<file path="config.mk">
export PLATFORM = sky130hd
export DESIGN_NAME = exe_stage_red
export DESIGN_NICKNAME = d
export VERILOG_FILES = /design/src/rtl/exe_stage_red.sv
export SDC_FILE = /design/constraint.sdc
export NUM_CORES = 1
export LEC_CHECK = 0
export ABC_AREA = 0
export BUFFER_PORTS_ARGS = -buffer_cell sky130_fd_sc_hd__buf_2
export CAP_MARGIN = 20
export CORE_AREA = 2 2 206 208
export DETAILED_ROUTE_END_ITERATION = 12
export DIE_AREA = 0 0 208 210
export SLEW_MARGIN = 10
export SYNTH_ARGS = -nofsm -noshare
export SYNTH_HDL_FRONTEND = slang
export SYNTH_SLANG_ARGS = --single-unit
</file>
<file path="constraint.sdc">
create_clock -name clk_i -period 18.1 [get_ports clk_i]
set_input_delay 3.62 -clock clk_i [delete_from_list [all_inputs] [get_ports clk_i]]
set_output_delay 3.62 -clock clk_i [all_outputs]
set_load 0.005 [all_outputs]
</file>
<file path="src/rtl/exe_stage_red.sv">
// exe_stage_red -- reduced scalar execute stage (register-read -> write-back).
//
// Purpose:
//   Executes ALU add/sub and JAL/JALR resolution with zero latency on the arith
//   channel. Optionally executes a pipelined 64-bit multiply and an iterative
//   signed divide on the mul_div channel. A structural stall holds
//   register-read off while a long-latency unit is busy.
//
// Build option:
//   EXE_MULDIV_EN -- when defined, the multiplier and divider are built.
//                    When undefined, unit 1/2 issues raise illegal_o and the
//                    mul_div channel and stall_o stay low.
//
// Ports:
//   clk_i, rst_i            clock, asynchronous active-high reset
//   kill_i                  flush: drops in-flight mul/div, masks valids
//   valid_i, unit_i, op_i   instruction present, unit select, sub-op
//   use_imm_i               ALU operand2 = imm_i
//   pc_i, imm_i, rs1_i, rs2_i, rdy1_i, rdy2_i, pred_addr_i   operands
//   arith_valid_o, arith_result_o, arith_result_pc_o, correct_branch_pred_o
//   mul_div_valid_o, mul_div_result_o
//   stall_o                 structural stall to register-read
//   illegal_o               unsupported unit issued
module exe_stage_red #(
  parameter int XLEN    = 64,
  parameter int MUL_LAT = 2
) (
  input  logic            clk_i,
  input  logic            rst_i,
  input  logic            kill_i,
  input  logic            valid_i,
  input  logic [1:0]      unit_i,
  input  logic            op_i,
  input  logic            use_imm_i,
  input  logic [XLEN-1:0] pc_i,
  input  logic [XLEN-1:0] imm_i,
  input  logic [XLEN-1:0] rs1_i,
  input  logic [XLEN-1:0] rs2_i,
  input  logic            rdy1_i,
  input  logic            rdy2_i,
  input  logic [XLEN-1:0] pred_addr_i,
  output logic            arith_valid_o,
  output logic [XLEN-1:0] arith_result_o,
  output logic [XLEN-1:0] arith_result_pc_o,
  output logic            mul_div_valid_o,
  output logic [XLEN-1:0] mul_div_result_o,
  output logic            stall_o,
  output logic            correct_branch_pred_o,
  output logic            illegal_o
);

  localparam logic [1:0] UNIT_ALU = 2'd0;
  localparam logic [1:0] UNIT_MUL = 2'd1;
  localparam logic [1:0] UNIT_DIV = 2'd2;
  localparam logic [1:0] UNIT_BR  = 2'd3;

  // stall_o comes only from registers, so issue has no combinational loop.
  logic issue;
  assign issue = valid_i & rdy1_i & rdy2_i & ~stall_o & ~kill_i;

  // ---------------- ALU / branch: purely combinational ----------------
  logic [XLEN-1:0] op2;
  logic [XLEN-1:0] link_addr;
  logic [XLEN-1:0] jalr_sum;
  logic [XLEN-1:0] jalr_target;

  assign op2         = use_imm_i ? imm_i : rs2_i;
  assign link_addr   = pc_i + XLEN'(4);
  assign jalr_sum    = rs1_i + imm_i;
  assign jalr_target = {jalr_sum[XLEN-1:1], 1'b0};

  always_comb begin
    arith_result_o        = '0;
    arith_result_pc_o     = '0;
    correct_branch_pred_o = 1'b1;
    case (unit_i)
      UNIT_ALU: arith_result_o = op_i ? (rs1_i - op2) : (rs1_i + op2);
      UNIT_BR: begin
        arith_result_o = link_addr;
        if (op_i) begin
          arith_result_pc_o     = jalr_target;
          correct_branch_pred_o = (pred_addr_i == jalr_target);
        end
      end
      default: ;
    endcase
  end

  assign arith_valid_o = issue & ((unit_i == UNIT_ALU) | (unit_i == UNIT_BR));

`ifdef EXE_MULDIV_EN
  localparam int CNT_W = $clog2(XLEN);

  logic mul_issue;
  logic div_issue;
  assign mul_issue = issue & (unit_i == UNIT_MUL);
  assign div_issue = issue & (unit_i == UNIT_DIV);
  assign illegal_o = 1'b0;

  // ---------------- multiplier: MUL_LAT-deep register pipeline ----------------
  logic [MUL_LAT-1:0] mul_v_reg;
  logic [XLEN-1:0]    mul_p_reg [MUL_LAT];
  logic [XLEN-1:0]    mul_prod;

  assign mul_prod = rs1_i * rs2_i;

  always_ff @(posedge clk_i or posedge rst_i) begin
    if (rst_i) begin
      mul_v_reg <= '0;
      for (int i = 0; i < MUL_LAT; i++) mul_p_reg[i] <= '0;
    end else begin
      mul_v_reg[0] <= mul_issue;
      if (mul_issue) mul_p_reg[0] <= mul_prod;
      for (int i = 1; i < MUL_LAT; i++) begin
        mul_v_reg[i] <= mul_v_reg[i-1] & ~kill_i;
        mul_p_reg[i] <= mul_p_reg[i-1];
      end
    end
  end

  // ---------------- divider: restoring radix-2 on magnitudes ----------------
  typedef enum logic [1:0] {DIV_IDLE, DIV_ITER, DIV_FIX} div_state_t;

  div_state_t      div_state_reg, div_state_next;
  logic [XLEN-1:0] div_r_reg, div_q_reg, div_d_reg, div_res_reg;
  logic [CNT_W-1:0] div_cnt_reg;
  logic            div_neg_reg;
  logic            div_v_reg;
  logic [XLEN-1:0] rs1_mag, rs2_mag;
  logic [2*XLEN-1:0] first_step, next_step;

  // Magnitude of -2^(XLEN-1) is representable as an unsigned value, so the
  // overflow case falls out of the normal iteration and sign fix.
  assign rs1_mag = rs1_i[XLEN-1] ? -rs1_i : rs1_i;
  assign rs2_mag = rs2_i[XLEN-1] ? -rs2_i : rs2_i;

  function automatic logic [2*XLEN-1:0] div_step(input logic [XLEN-1:0] r,
                                                input logic [XLEN-1:0] q,
                                                input logic [XLEN-1:0] d);
    logic [XLEN:0] trial;
    trial = {r, q[XLEN-1]} - {1'b0, d};
    if (trial[XLEN]) div_step = {r[XLEN-2:0], q[XLEN-1], q[XLEN-2:0], 1'b0};
    else             div_step = {trial[XLEN-1:0], q[XLEN-2:0], 1'b1};
  endfunction

  // The issue edge already performs the first iteration so that 64 iterations
  // plus the sign-fix edge put the result exactly 65 cycles after issue.
  assign first_step = div_step('0, rs1_mag, rs2_mag);
  assign next_step  = div_step(div_r_reg, div_q_reg, div_d_reg);

  always_comb begin
    div_state_next = div_state_reg;
    if (kill_i) begin
      div_state_next = DIV_IDLE;
    end else begin
      case (div_state_reg)
        DIV_IDLE: if (div_issue && rs2_i != '0) div_state_next = DIV_ITER;
        DIV_ITER: if (div_cnt_reg == CNT_W'(1)) div_state_next = DIV_FIX;
        DIV_FIX:  div_state_next = DIV_IDLE;
        default:  div_state_next = DIV_IDLE;
      endcase
    end
  end

  always_ff @(posedge clk_i or posedge rst_i) begin
    if (rst_i) div_state_reg <= DIV_IDLE;
    else       div_state_reg <= div_state_next;
  end

  always_ff @(posedge clk_i or posedge rst_i) begin
    if (rst_i) begin
      div_r_reg   <= '0;
      div_q_reg   <= '0;
      div_d_reg   <= '0;
      div_res_reg <= '0;
      div_cnt_reg <= '0;
      div_neg_reg <= 1'b0;
      div_v_reg   <= 1'b0;
    end else if (kill_i) begin
      div_v_reg <= 1'b0;
    end else begin
      div_v_reg <= 1'b0;
      if (div_issue) begin
        if (rs2_i == '0) begin
          // Divide by zero short-circuits to all-ones in one cycle.
          div_v_reg   <= 1'b1;
          div_res_reg <= '1;
        end else begin
          {div_r_reg, div_q_reg} <= first_step;
          div_d_reg   <= rs2_mag;
          div_neg_reg <= rs1_i[XLEN-1] ^ rs2_i[XLEN-1];
          div_cnt_reg <= CNT_W'(XLEN - 1);
        end
      end
      case (div_state_reg)
        DIV_ITER: begin
          {div_r_reg, div_q_reg} <= next_step;
          div_cnt_reg <= div_cnt_reg - CNT_W'(1);
        end
        DIV_FIX: begin
          div_v_reg   <= 1'b1;
          div_res_reg <= div_neg_reg ? -div_q_reg : div_q_reg;
        end
        default: ;
      endcase
    end
  end

  assign stall_o          = (|mul_v_reg) | (div_state_reg != DIV_IDLE) | div_v_reg;
  assign mul_div_valid_o  = (mul_v_reg[MUL_LAT-1] | div_v_reg) & ~kill_i;
  assign mul_div_result_o = mul_v_reg[MUL_LAT-1] ? mul_p_reg[MUL_LAT-1] :
                            (div_v_reg ? div_res_reg : '0);
`else
  // No long-latency units: the mul_div valid is a registered constant zero so
  // the output keeps registered reset behaviour.
  logic md_valid_reg;

  always_ff @(posedge clk_i or posedge rst_i) begin
    if (rst_i) md_valid_reg <= 1'b0;
    else       md_valid_reg <= 1'b0;
  end

  assign illegal_o        = issue & ((unit_i == UNIT_MUL) | (unit_i == UNIT_DIV));
  assign stall_o          = 1'b0;
  assign mul_div_valid_o  = md_valid_reg;
  assign mul_div_result_o = '0;
`endif

endmodule

</file>
* Word-level counts from Yosys, hierarchy flattened
Index checks and enable logic that the tools add are counted.
** Cells by class
- Add/subtract/negate cells :: 4
- Equality and inequality tests :: 4
- Muxes and demuxes :: 7
- Bitwise gates (word level) :: 8
- Reductions and logical operators :: 1
** Operators by type and width (number)
- 64-bit 2-to-1 mux :: 4
- 64-bit adder :: 2
- 64-bit one-hot mux with 2 select lines :: 1
- 64-bit by 3-bit adder with 64-bit output (second input constant) :: 1
- 64-bit equality test :: 1
- 64-bit subtractor :: 1
- 1-bit bitwise AND :: 5
- 2-bit equality test (second input constant) :: 2
- 2-bit by 1-bit equality test with 1-bit output (second input constant) :: 1
- 2-bit logical NOT :: 1
- 1-bit 2-to-1 mux :: 2
- 1-bit bitwise OR :: 2
- 1-bit NOT :: 1
** Word-level totals
- Register bits after elaboration :: 0
- Input bits :: 330
- Logic and storage cells :: 24

* Depth between registers and ports, before layout
- Depth in word-level cells :: 4
- Mapped depth :: 34
- Gate-level depth less buffers :: 24

* Worst setup path before layout
Ideal clock, no wire load.
- Path type :: input-to-output
- Start :: input use_imm_i
- End :: output arith_result_o[58]
- Arrival :: 9.992 ns
- Required time :: 14.480 ns
- Path slack :: 4.488 ns
- Stages :: 31
- Cell sequence :: buf_4 buf_2 buf_2 buf_2 buf_2 buf_2 buf_2 buf_2 buf_2 clkbuf_1 mux2i_1 ha_1 o21ai_0 nor4_2 and3_1 a21oi_1 xnor2_1 ha_1 clkbuf_2 and3_1 nand2_1 nor2_1 o211ai_1 a2111oi_1 o2111ai_1 a2111oi_1 o21ai_1 a21oi_1 a31oi_1 xor2_1 o22ai_1
** Between the ends
- Word-level cells in the longest chain between the ends :: 4
** RTL lines
- start: declaration :: line 34 : input logic use_imm_i,
- 64-bit 2-to-1 mux (*) :: line 67 : assign op2 = use_imm_i ? imm_i : rs2_i;
- 64-bit adder / 64-bit subtractor (equally long branches) :: line 77 : UNIT_ALU: arith_result_o = op_i ? (rs1_i - op2) : (rs1_i + op2);
- 64-bit 2-to-1 mux (*) :: line 77
- 64-bit one-hot mux with 2 select lines (*) :: line 76 : case (unit_i)
- end: declaration :: line 43 : output logic [XLEN-1:0] arith_result_o,
Mark *: on every way between the ends. The rest lies on a longest branch, timed or not.

* Worst setup path in the final report
Ends and elaborated chain as after synthesis.

==> flow_summary.toml <==
[yosys]
synth_area_um2 = 14700
synth_cell_types = 106
muxShareOfSynthArea = 0.0380
synth_compound_area_frac = 0.309
synth-xor-area-share = 0.182
syn_avg_cell_area_um2 = 6.63
synth_top_family_by_area = "compound AO/OA/AOI/OAI gates"
synthAdderAreaFrac = 0.112
syn_inst = 2224
yosysSeqAreaShare = 0
post_synth_and_or_nand_nor_area_fraction = 0.276
ys_warn_count = 0

[timing]
setup_ws_ns = 4.30
rsz0062_at_grt = "no"
max_freq_mhz = 72.5
period_minus_slack_ns = 13.80
maxSlewViolCount = 0
tightest_slew_ns = 1.10
slew_headroom = 0.257
period_share = 0.762
setup_viol = 0
hold_viol = 0
fin_setup_tns_ns = 0

[detailed_routing]
vias = 18232
first_iter_violations = 1415
viasPerCell = 5.82
wirelength_mm = 73.3
drcViolationCount = 0
wl_per_cell_um = 23.4
drt_first_pass_iters = 5
ant_nets = 0

[placed_design]
pre_cts_ws_ns = 4.42
place_congestion = 1.01
numPortBuffers = 458
hpwlAfterDp_mm = 64.5

[final_layout]
nNetsFinal = 3041
synthToLayoutAreaGrowth_pct = 15.6
ff_latch_area_um2 = 0
n_clock_buffer = 0
drive_gt1_frac = 0.206
flops_and_latches = 0

[run_status]
status = "finished clean"

[setup_path]
path_max_fanout = 53
slowest_delay_ns = 0.69
crit_chain = "buf_4 -> mux2i_1 -> ha_1 -> o21ai_0 -> nor4_2 -> and3_1 -> a21oi_1 -> xnor2_1 -> ha_1 -> and3_1 -> nand2_1 -> nor2_1 -> o211ai_1 -> a2111oi_1 -> o2111ai_1 -> a2111oi_1 -> o21ai_1 -> a21oi_1 -> a31oi_1 -> xor2_1 -> o22ai_1 -> buf_2"
arrival_ns = 10.18
cpLargestDelayFamily = "compound AO/OA/AOI/OAI gates"
worst-path-buf-inv = 2
worst-setup-path-type = "in2out"
crit_slowest_cell = "a2111oi_1"
worstPathRequired_ns = 14.48
critPathLaunchType = "input pin"
endpoint_kind = "output pin"

[global_route]
grt_usage = 0.315
grt_antenna_before_repair = 34
grt_pass1_vias = 17474
grt_max_degree = 85
global_route.overflow_total = 0
grt_pass1_wl_mm = 106

[power_and_ir_drop]
irDropWorstVdd_mv = 0.0196
powerDensity_nw_per_um2 = 43.6
p_leak_uw = 0.00768

[clocking]
cts_hold_buffers = 0
cts_resized = 0
cts_setup_buffers = 0

[floorplanning]
fp.dieArea_um2 = 43700
start_util = 0.355
num_rows = 75
fp.coreArea_um2 = 41500
die_h_um = 210
ios = 527
die_width_um = 208

[hold_path]
hold_class = "in2out"

[flow_run]
drv_cap = 0
[area by class of cell]
type / count / area (um^2)
well taps: 539 / 674
multi-input cells: 2061 / 13800
inverters: 53 / 199
fillers: 4564 / 24400
diodes: 15 / 37.5
repair buffers: 464 / 2350
[report_power, final]
part | internal, uW | leakage [uW] | switching [uW]
Combinational | 283 | 0.00768 | 460
Sequential | 0 | 0 | 0
Clock | 0.000111 | 0.0000000951 | 0
Total | 283 | 0.00768 | 460
[per-stage QoR]
stage	instance area [um^2]	total power [uW]	utilization	hold WS, ns	cells
6_report	17000	743	0.411	7.56	3132
5_1_grt	17000	809	0.410	7.59	3121
4_1_cts	17000	738	0.410	7.57	3116
3_5_place_dp	17000	734	0.410	7.57	3116
3_3_place_gp	17000	733	0.410	7.56	3116
2_1_floorplan	15000	502	-	7.34	2290
[path summary, 6_finish.rpt]
check | start | to | cells after the start | slack, ns
max | use_imm_i | arith_result_o[58] | 22 | 4.30
min | pc_i[1] | arith_result_o[1] | 4 | 7.56
[placed cells by master, fill, tap and decap left out, types with 34 or more instances in the layout]
| master | instances |
|---|---|
| a31oi_1 | 34 |
| nand2_1 | 169 |
| buf_2 | 457 |
| a21oi_1 | 194 |
| inv_1 | 53 |
| mux2i_1 | 47 |
| nor2_1 | 279 |
| xnor2_1 | 144 |
| a21o_1 | 46 |
| nor3_1 | 61 |
| xor2_1 | 152 |
| nand4_1 | 54 |
| nand3_1 | 61 |
| ha_1 | 128 |
| o21ai_0 | 110 |
| conb_1 | 67 |
| a22oi_1 | 40 |
| nand2b_1 | 37 |
[worst min-delay path, cell delays in order]
cell	delay, ns
buf_2	0.10
nand2_1	0.05
a21oi_1	0.05
buf_2	0.12
[per-layer routing]
metal	global-route usage	wire length [um]	vias to the layer above
met3	0.0626	5350	140
met5	0	239	-
met4	0.0809	2370	38
li1	-	-	8774
met2	0.583	36000	700
met1	0.369	29300	8580
[logic make-up after synthesis]
group	after synthesis
xor gates and xnor gates	300
buffers and inverters	229
muxes	55
other	1
adders and majority gates	131
AOI/OAI and AO/OA	680
and+or+nand+nor	828
[synthesized netlist by cell type, drive strengths merged (19+ instances only)]
cell,n,share of area
nor2,283,0.074
buf,117,0.054
nor3,63,0.022
mux2i,47,0.032
o21ai,131,0.047
nor4,26,0.014
nor2b,24,0.010
xor2,152,0.090
ha,129,0.11
a31oi,36,0.017
a22oi,40,0.020
o21a,32,0.016
a21o,47,0.024
nand2b,37,0.016
clkbuf,59,0.015
nand3,62,0.021
xnor2,144,0.086
o22ai,26,0.011
nand4,56,0.025
and3,32,0.014
o21bai,19,0.0097
inv,53,0.013
a21oi,197,0.068
nand2,172,0.044
Note: power is estimated with default switching activity, not from simulation.
